[config.mk]
export PLATFORM = sky130hd
export DESIGN_NAME = intersection_phase_scheduler
export DESIGN_NICKNAME = d
export VERILOG_FILES = /design/src/rtl/tlc_pkg.sv /design/src/rtl/rr_arbiter.sv /design/src/rtl/intersection_phase_scheduler.sv
export SDC_FILE = /design/constraint.sdc
export NUM_CORES = 1
export LEC_CHECK = 0
export ABC_CLOCK_PERIOD_IN_PS = 2580
export CORE_MARGIN = 2
export CORE_UTILIZATION = 50
export DETAILED_ROUTE_END_ITERATION = 8
export GPL_TIMING_DRIVEN = 0
export PLACE_DENSITY = 0.85
export SLEW_MARGIN = 20
export SYNTH_ARGS = -nofsm -noshare
export SYNTH_HDL_FRONTEND = slang
export SYNTH_HIERARCHICAL = 1
export SYNTH_SLANG_ARGS = --single-unit
[constraint.sdc]
create_clock -name clk -period 2.58 [get_ports clk]
set_input_delay 0.516 -clock clk [delete_from_list [all_inputs] [get_ports clk]]
set_output_delay 0.516 -clock clk [all_outputs]
set_load 0.1 [all_outputs]
[src/rtl/tlc_pkg.sv]
// -----------------------------------------------------------------------------
// tlc_pkg
// Shared types and constants for the intersection phase scheduler.
//   - tlc_state_t : phase state encoding (all-red clearance, green, yellow)
//   - DEF_*       : default timing constants, in tick units
//   - clog2()     : ceiling log2 usable in constant expressions
// Optional feature macro used by the scheduler: EMERGENCY_PREEMPT_EN.
// -----------------------------------------------------------------------------
package tlc_pkg;

  typedef enum logic [1:0] {
    ST_ALL_RED = 2'd0,
    ST_GREEN   = 2'd1,
    ST_YELLOW  = 2'd2
  } tlc_state_t;

  localparam int DEF_N_APPR    = 4;
  localparam int DEF_MIN_GREEN = 8;
  localparam int DEF_MAX_GREEN = 32;
  localparam int DEF_YELLOW_T  = 4;
  localparam int DEF_ALL_RED_T = 2;
  localparam int DEF_WALK_T    = 6;
  localparam int DEF_CW        = 6;

  function automatic int clog2(input int value);
    int r;
    r = 0;
    while ((1 << r) < value) r = r + 1;
    return r;
  endfunction

endpackage

[src/rtl/rr_arbiter.sv]
// -----------------------------------------------------------------------------
// rr_arbiter
// Combinational round-robin arbiter. The search starts at (last+1) mod N and
// wraps; the first requesting index wins. The pointer lives in the parent.
// Ports:
//   req       in  N   request vector
//   last      in  IW  index served most recently
//   grant     out N   one-hot grant (zero when req is zero)
//   grant_idx out IW  index of the granted bit (last when req is zero)
// -----------------------------------------------------------------------------
module rr_arbiter
  import tlc_pkg::*;
#(
  parameter int  N  = 4,
  localparam int IW = clog2(N)
) (
  input  logic [N-1:0]  req,
  input  logic [IW-1:0] last,
  output logic [N-1:0]  grant,
  output logic [IW-1:0] grant_idx
);

  // One spare bit so last+i cannot overflow before the wrap subtraction.
  localparam int SW = IW + 1;

  logic [SW-1:0] cand_sum;
  logic [IW-1:0] cand_idx;
  logic          found;

  always_comb begin
    grant     = '0;
    grant_idx = last;
    found     = 1'b0;
    cand_sum  = '0;
    cand_idx  = '0;
    for (int i = 1; i <= N; i++) begin
      cand_sum = {1'b0, last} + SW'(i);
      if (cand_sum >= SW'(N)) cand_sum = cand_sum - SW'(N);
      cand_idx = cand_sum[IW-1:0];
      if (!found && req[cand_idx]) begin
        found           = 1'b1;
        grant[cand_idx] = 1'b1;
        grant_idx       = cand_idx;
      end
    end
  end

endmodule

[src/rtl/intersection_phase_scheduler.sv]
// -----------------------------------------------------------------------------
// intersection_phase_scheduler
// Grants one approach green at a time, cycling GREEN -> YELLOW -> ALL_RED with
// min-green, gap-out, max-out and walk timing. All timers advance only on tick.
// Ports:
//   clk, reset (async, active-high), tick (1-cycle timing enable)
//   veh_req[N]   level vehicle presence      ped_req[N] pedestrian pulses
//   green[N]     one-hot or zero green       yellow[N]  one-hot or zero yellow
//   all_red      high in the ALL_RED state   ped_walk[N] walk (subset of green)
//   phase_idx    current / last-served index ped_pend[N] latched ped requests
// Optional: define EMERGENCY_PREEMPT_EN to add preempt / preempt_idx inputs.
// -----------------------------------------------------------------------------
module intersection_phase_scheduler
  import tlc_pkg::*;
#(
  parameter int  N_APPR    = DEF_N_APPR,
  parameter int  MIN_GREEN = DEF_MIN_GREEN,
  parameter int  MAX_GREEN = DEF_MAX_GREEN,
  parameter int  YELLOW_T  = DEF_YELLOW_T,
  parameter int  ALL_RED_T = DEF_ALL_RED_T,
  parameter int  WALK_T    = DEF_WALK_T,
  parameter int  CW        = DEF_CW,
  localparam int IW        = clog2(N_APPR)
) (
  input  logic              clk,
  input  logic              reset,
  input  logic              tick,
  input  logic [N_APPR-1:0] veh_req,
  input  logic [N_APPR-1:0] ped_req,
`ifdef EMERGENCY_PREEMPT_EN
  input  logic              preempt,
  input  logic [IW-1:0]     preempt_idx,
`endif
  output logic [N_APPR-1:0] green,
  output logic [N_APPR-1:0] yellow,
  output logic              all_red,
  output logic [N_APPR-1:0] ped_walk,
  output logic [IW-1:0]     phase_idx,
  output logic [N_APPR-1:0] ped_pend
);

  localparam int EW = CW + 1;

  tlc_state_t        state_reg;
  logic [CW-1:0]     timer_reg;
  logic [CW-1:0]     green_cnt_reg;
  logic [IW-1:0]     last_reg;
  logic [N_APPR-1:0] green_reg, yellow_reg, walk_reg, pend_reg;
  logic              all_red_reg;
  logic [IW-1:0]     idx_reg;

  logic [N_APPR-1:0] req, arb_grant, win_grant, pend_clr, pend_next;
  logic [IW-1:0]     arb_idx, win_idx;
  logic [EW-1:0]     elapsed;
  logic [CW-1:0]     green_cnt_next;
  logic              win_valid, timer_expired, others_req, cur_veh;
  logic              to_yellow, walk_drop, enter_green;

  assign req           = veh_req | pend_reg;
  assign timer_expired = (timer_reg <= CW'(1));
  // Green ticks including the one currently being applied.
  assign elapsed       = {1'b0, green_cnt_reg} + EW'(1);
  assign others_req    = |(req & ~green_reg);
  assign cur_veh       = |(veh_req & green_reg);

  rr_arbiter #(.N(N_APPR)) u_arb (
    .req       (req),
    .last      (last_reg),
    .grant     (arb_grant),
    .grant_idx (arb_idx)
  );

  always_comb begin
    win_grant      = arb_grant;
    win_idx        = arb_idx;
    win_valid      = |req;
    green_cnt_next = (elapsed >= EW'(MAX_GREEN)) ? CW'(MAX_GREEN) : elapsed[CW-1:0];
    to_yellow      = others_req &&
                     ((!cur_veh && elapsed >= EW'(MIN_GREEN)) ||
                      ( cur_veh && elapsed >= EW'(MAX_GREEN)));
    walk_drop      = (elapsed >= EW'(WALK_T));
`ifdef EMERGENCY_PREEMPT_EN
    if (preempt) begin
      win_grant              = '0;
      win_grant[preempt_idx] = 1'b1;
      win_idx                = preempt_idx;
      win_valid              = 1'b1;
      if (green_reg[preempt_idx]) begin
        // Hold; bank min-green so release can gap/max out normally.
        to_yellow = 1'b0;
        if (elapsed < EW'(MIN_GREEN)) green_cnt_next = CW'(MIN_GREEN);
      end else begin
        to_yellow = 1'b1;
        walk_drop = 1'b1;
      end
    end
`endif
    enter_green = tick && (state_reg == ST_ALL_RED) && timer_expired && win_valid;
    pend_clr    = enter_green ? (win_grant & pend_reg) : '0;
    // A new button press on the same edge as the clear survives.
    pend_next   = (pend_reg & ~pend_clr) | ped_req;
  end

  always_ff @(posedge clk or posedge reset) begin
    if (reset) begin
      state_reg     <= ST_ALL_RED;
      timer_reg     <= CW'(ALL_RED_T);
      green_cnt_reg <= '0;
      last_reg      <= IW'(N_APPR - 1);
      idx_reg       <= IW'(N_APPR - 1);
      green_reg     <= '0;
      yellow_reg    <= '0;
      walk_reg      <= '0;
      pend_reg      <= '0;
      all_red_reg   <= 1'b1;
    end else begin
      pend_reg <= pend_next;
      if (tick) begin
        case (state_reg)
          ST_ALL_RED: begin
            if (enter_green) begin
              state_reg     <= ST_GREEN;
              all_red_reg   <= 1'b0;
              green_reg     <= win_grant;
              walk_reg      <= win_grant & pend_reg;
              idx_reg       <= win_idx;
              last_reg      <= win_idx;
              green_cnt_reg <= '0;
            end else if (timer_expired) begin
              timer_reg <= '0;  // resting: any later tick with a request enters green
            end else begin
              timer_reg <= timer_reg - CW'(1);
            end
          end
          ST_GREEN: begin
            green_cnt_reg <= green_cnt_next;
            if (to_yellow) begin
              state_reg  <= ST_YELLOW;
              yellow_reg <= green_reg;
              green_reg  <= '0;
              walk_reg   <= '0;
              timer_reg  <= CW'(YELLOW_T);
            end else if (walk_drop) begin
              walk_reg <= '0;
            end
          end
          ST_YELLOW: begin
            if (timer_expired) begin
              state_reg   <= ST_ALL_RED;
              yellow_reg  <= '0;
              all_red_reg <= 1'b1;
              timer_reg   <= CW'(ALL_RED_T);
            end else begin
              timer_reg <= timer_reg - CW'(1);
            end
          end
          default: state_reg <= ST_ALL_RED;
        endcase
      end
    end
  end

  assign green     = green_reg;
  assign yellow    = yellow_reg;
  assign all_red   = all_red_reg;
  assign ped_walk  = walk_reg;
  assign phase_idx = idx_reg;
  assign ped_pend  = pend_reg;

endmodule

==> reports/metrics.cfg <==
[sta]
maxSlewViolCount=0
hold_violations=0
setup-violations-final=0
worst-slew-pin-transition_ns=0.977
clock.fmax_mhz=396
rsz0062_at_grt=yes
final.setup.tns_ns=0
relSlewSlack_pct=34.7
worst_hold_slack_ns=0.471
final.setup_skew_ns=0.00253
postLayoutSetupSlackWorst_ns=0.0569
post-route-period-util_pct=97.8
layout_min_cycle_time_ns=2.52

[clock_tree]
cts_num_sinks=33
number_of_buffers_between_clock_root_and_the_deepest_sink=2
cts_hold_buf=0
cts_inserted_buffers=5
clockRootBuffer=sky130_fd_sc_hd__clkbuf_8
worst_skew_pair.late_latency_ns=0.30
cts_tree=built
path_clk_slew_ns=0.07
clock_tree.htree_level_count=2

[synthesis]
yosys-top-cells-area=sky130_fd_sc_hd__dfrtp_1 32%, sky130_fd_sc_hd__ha_1 8.3%, sky130_fd_sc_hd__dfstp_2 4.6%
post-synth-top-area-cell=sky130_fd_sc_hd__dfrtp_1
synth_top_cells_by_count=29 x sky130_fd_sc_hd__dfrtp_1, 26 x sky130_fd_sc_hd__nand2_1, 18 x sky130_fd_sc_hd__nor2_1, 15 x sky130_fd_sc_hd__ha_1, 13 x sky130_fd_sc_hd__inv_1
synth_enable_flop_cells=0
avgSynthCellArea_um2=9.82
synthesis.yosys.warnings=6
commonest_register_cell_after_synthesis=sky130_fd_sc_hd__dfrtp_1
synth_area_mm2=0.00227
ys_async_sr_fraction_pct=100
fraction_of_synthesized_cell_area_taken_by_the_top_area_cell_type_pct=32.0
synth.ff_latch_count=33
synth_cells=231
ys_seq_area_share_pct=36.6
synthesized_nets=257
synth_most_common_cell=sky130_fd_sc_hd__dfrtp_1
synth.distinct_cells=58

[die]
start_util_pct=52.1
std_cell_rows=24
fp.dieW_um=71.4
fp.coreArea_mm2=0.00435
io-pin-count=30
die_area_mm2=0.00509
die_h_um=71.4

[final_layout]
fillers=330
finish.net_count=305
areaGrowthSynthToFinish_pct=29.6
final_layout_size_suffix_gt1_share_pct=21.4
antenna_cells=0

[placement]
count_of_buffers_inserted_at_the_top_level_ports=29
post-dp-hpwl_mm=3.92
gp_congestion=0.970
place_worst_setup_slack_ns=-0.333

[global_routing]
global_route_wire_length_before_repair_mm=9.32
grt_antenna_before_repair=0
groute.usage.overall_pct=23.3
via_count_of_the_first_global_routing_pass=1968
maximum_number_of_pins_on_one_net_before_global_route_repair=34
grt_overflow_total=0

[pwr]
power_density_mw_per_mm2=1070
ir_worst_vdd_uv=469
p_leak_nw=1.23
report.power.total_mw=3.16

[detailed_routing]
drt-wirelength-per-cell_um=17.0
remaining_drc_errors=0
detail-route-antenna-nets=0
routed-via-count=2046
routed_wl_mm=5.65
via_density=6.16
drt_iter0_markers=146
drt-pass1-iter-count=4

[hold_path]
hold_crit_path_type=flip-flop to flip-flop

[setup_path]
rrSetupSlack_ns=0.06
path_class=flip-flop to flip-flop
worst_ep_arrival_time_ns=2.71
worst-path-max-fanout=5
type_of_element_launching_the_critical_path=flip-flop
worst_ep_required_time_ns=2.76
endpoint_kind=flip-flop

[run]
cap_violations=0

[run_status]
run_status=complete, no violations

[path summary, 6_finish.rpt]
path                                               start                      end  cells past startpoint
worst max-delay path            phase_idx[0]$_DFFE_PP1P_     green[2]$_DFFE_PP0P_                      8
worst min-delay path                 all_red$_DFFE_PP1P_      all_red$_DFFE_PP1P_                      2
worst max register to register  phase_idx[0]$_DFFE_PP1P_     green[2]$_DFFE_PP0P_                      8
worst min register to register       all_red$_DFFE_PP1P_      all_red$_DFFE_PP1P_                      2
max in group asynchronous                          reset    ped_pend[0]$_DFF_PP0_                      2
min in group asynchronous                          reset  ped_walk[3]$_DFFE_PP0P_                      2
[routing by layer]
metal / track usage [%] / routed length, um / vias up
met4: 7.34 / 143 / 0
met3: 6.47 / 262 / 16
met5: 0 / 0 / -
li1: - / - / 967
met2: 39.0 / 2770 / 50
met1: 29.5 / 2480 / 1013
[final cells by class]
type,count,area (um2),share of cell area [%]
buffer,6,42.5,1.45
clock buffer,7,96.3,3.28
clock inverter,1,5.00,0.170
inverter,13,56.3,1.92
multi-input combinational,179,1450,49.4
sequential,33,840,28.6
tap,52,65.1,2.21
timing repair buffer,41,383,13.0
[placed cells by master, fill, tap and decap left out, types with 2 or more instances in the layout]
cell / n
sky130_fd_sc_hd__clkbuf_8: 7
sky130_fd_sc_hd__nor2_2: 5
sky130_fd_sc_hd__nand2_1: 26
sky130_fd_sc_hd__and3_1: 3
sky130_fd_sc_hd__dlygate4sd2_1: 2
sky130_fd_sc_hd__a21boi_0: 2
sky130_fd_sc_hd__dfstp_4: 2
sky130_fd_sc_hd__buf_4: 12
sky130_fd_sc_hd__o21bai_1: 4
sky130_fd_sc_hd__a22oi_1: 2
sky130_fd_sc_hd__mux4_2: 2
sky130_fd_sc_hd__nor2_1: 15
sky130_fd_sc_hd__buf_2: 3
sky130_fd_sc_hd__a311oi_1: 2
sky130_fd_sc_hd__o21ai_1: 9
sky130_fd_sc_hd__nand3_1: 5
sky130_fd_sc_hd__dfstp_2: 2
sky130_fd_sc_hd__o2bb2ai_4: 2
sky130_fd_sc_hd__nand2b_1: 2
sky130_fd_sc_hd__a221oi_2: 3
sky130_fd_sc_hd__a21o_1: 5
sky130_fd_sc_hd__ha_1: 14
sky130_fd_sc_hd__a21oi_1: 4
sky130_fd_sc_hd__clkbuf_1: 2
sky130_fd_sc_hd__dlymetal6s2s_1: 2
sky130_fd_sc_hd__a32o_1: 6
sky130_fd_sc_hd__a22o_1: 11
sky130_fd_sc_hd__dfrtp_1: 28
sky130_fd_sc_hd__mux2_2: 3
sky130_fd_sc_hd__inv_1: 11
sky130_fd_sc_hd__nor3_1: 4
sky130_fd_sc_hd__xnor2_1: 2
sky130_fd_sc_hd__o2bb2ai_2: 3
sky130_fd_sc_hd__clkdlybuf4s50_1: 25
sky130_fd_sc_hd__nor2b_1: 5
sky130_fd_sc_hd__o21ai_0: 9
sky130_fd_sc_hd__mux4_1: 2
[power by group]
group / total, mW / switching (mW) / internal, mW / leakage (nW)
Clock: 0.434 / 0.193 / 0.241 / 0.0542
Sequential: 0.817 / 0.139 / 0.677 / 0.414
Combinational: 1.91 / 1.23 / 0.672 / 0.763
Total: 3.16 / 1.57 / 1.59 / 1.23
[cell families (layout without fill, tap and decap cells)]
family	Yosys count	after routing	synth area share, %
fa+ha+maj	15	15	8.27
xor+xnor	2	2	0.772
buf+inv	19	68	3.64
flops	33	33	36.6
mux	9	9	7.39
simple gates	75	75	16.2
compound gates	78	78	27.1
[critical path: stages (launching register included)]
cell and delay (ns):
sky130_fd_sc_hd__dfstp_4 0.64, sky130_fd_sc_hd__buf_12 0.12, sky130_fd_sc_hd__inv_8 0.03, sky130_fd_sc_hd__ha_4 0.29, sky130_fd_sc_hd__mux4_2 0.51, sky130_fd_sc_hd__nor2b_4 0.17, sky130_fd_sc_hd__a221oi_4 0.28, sky130_fd_sc_hd__o2bb2ai_4 0.13
sky130_fd_sc_hd__a22o_1 0.23
[stage by stage]
stage | cell area (um2) | util [%] | cells
5_1_grt | 2940 | 67.5 | 332
4_1_cts | 2820 | 64.8 | 323
3_5_place_dp | 2700 | 62.0 | 312
3_3_place_gp | 2700 | 62.0 | 312
6_report | 2940 | 67.5 | 332
2_1_floorplan | 2340 | - | 231
[repair_timing]
item / 4_1_cts / 5_1_grt
resized for setup: 2 / 11
setup buffers: 3 / 9
pin swaps: 3 / 6
endpoints found under the setup margin: 10 / 14
No activity file was read; power rests on OpenSTA's default activity.
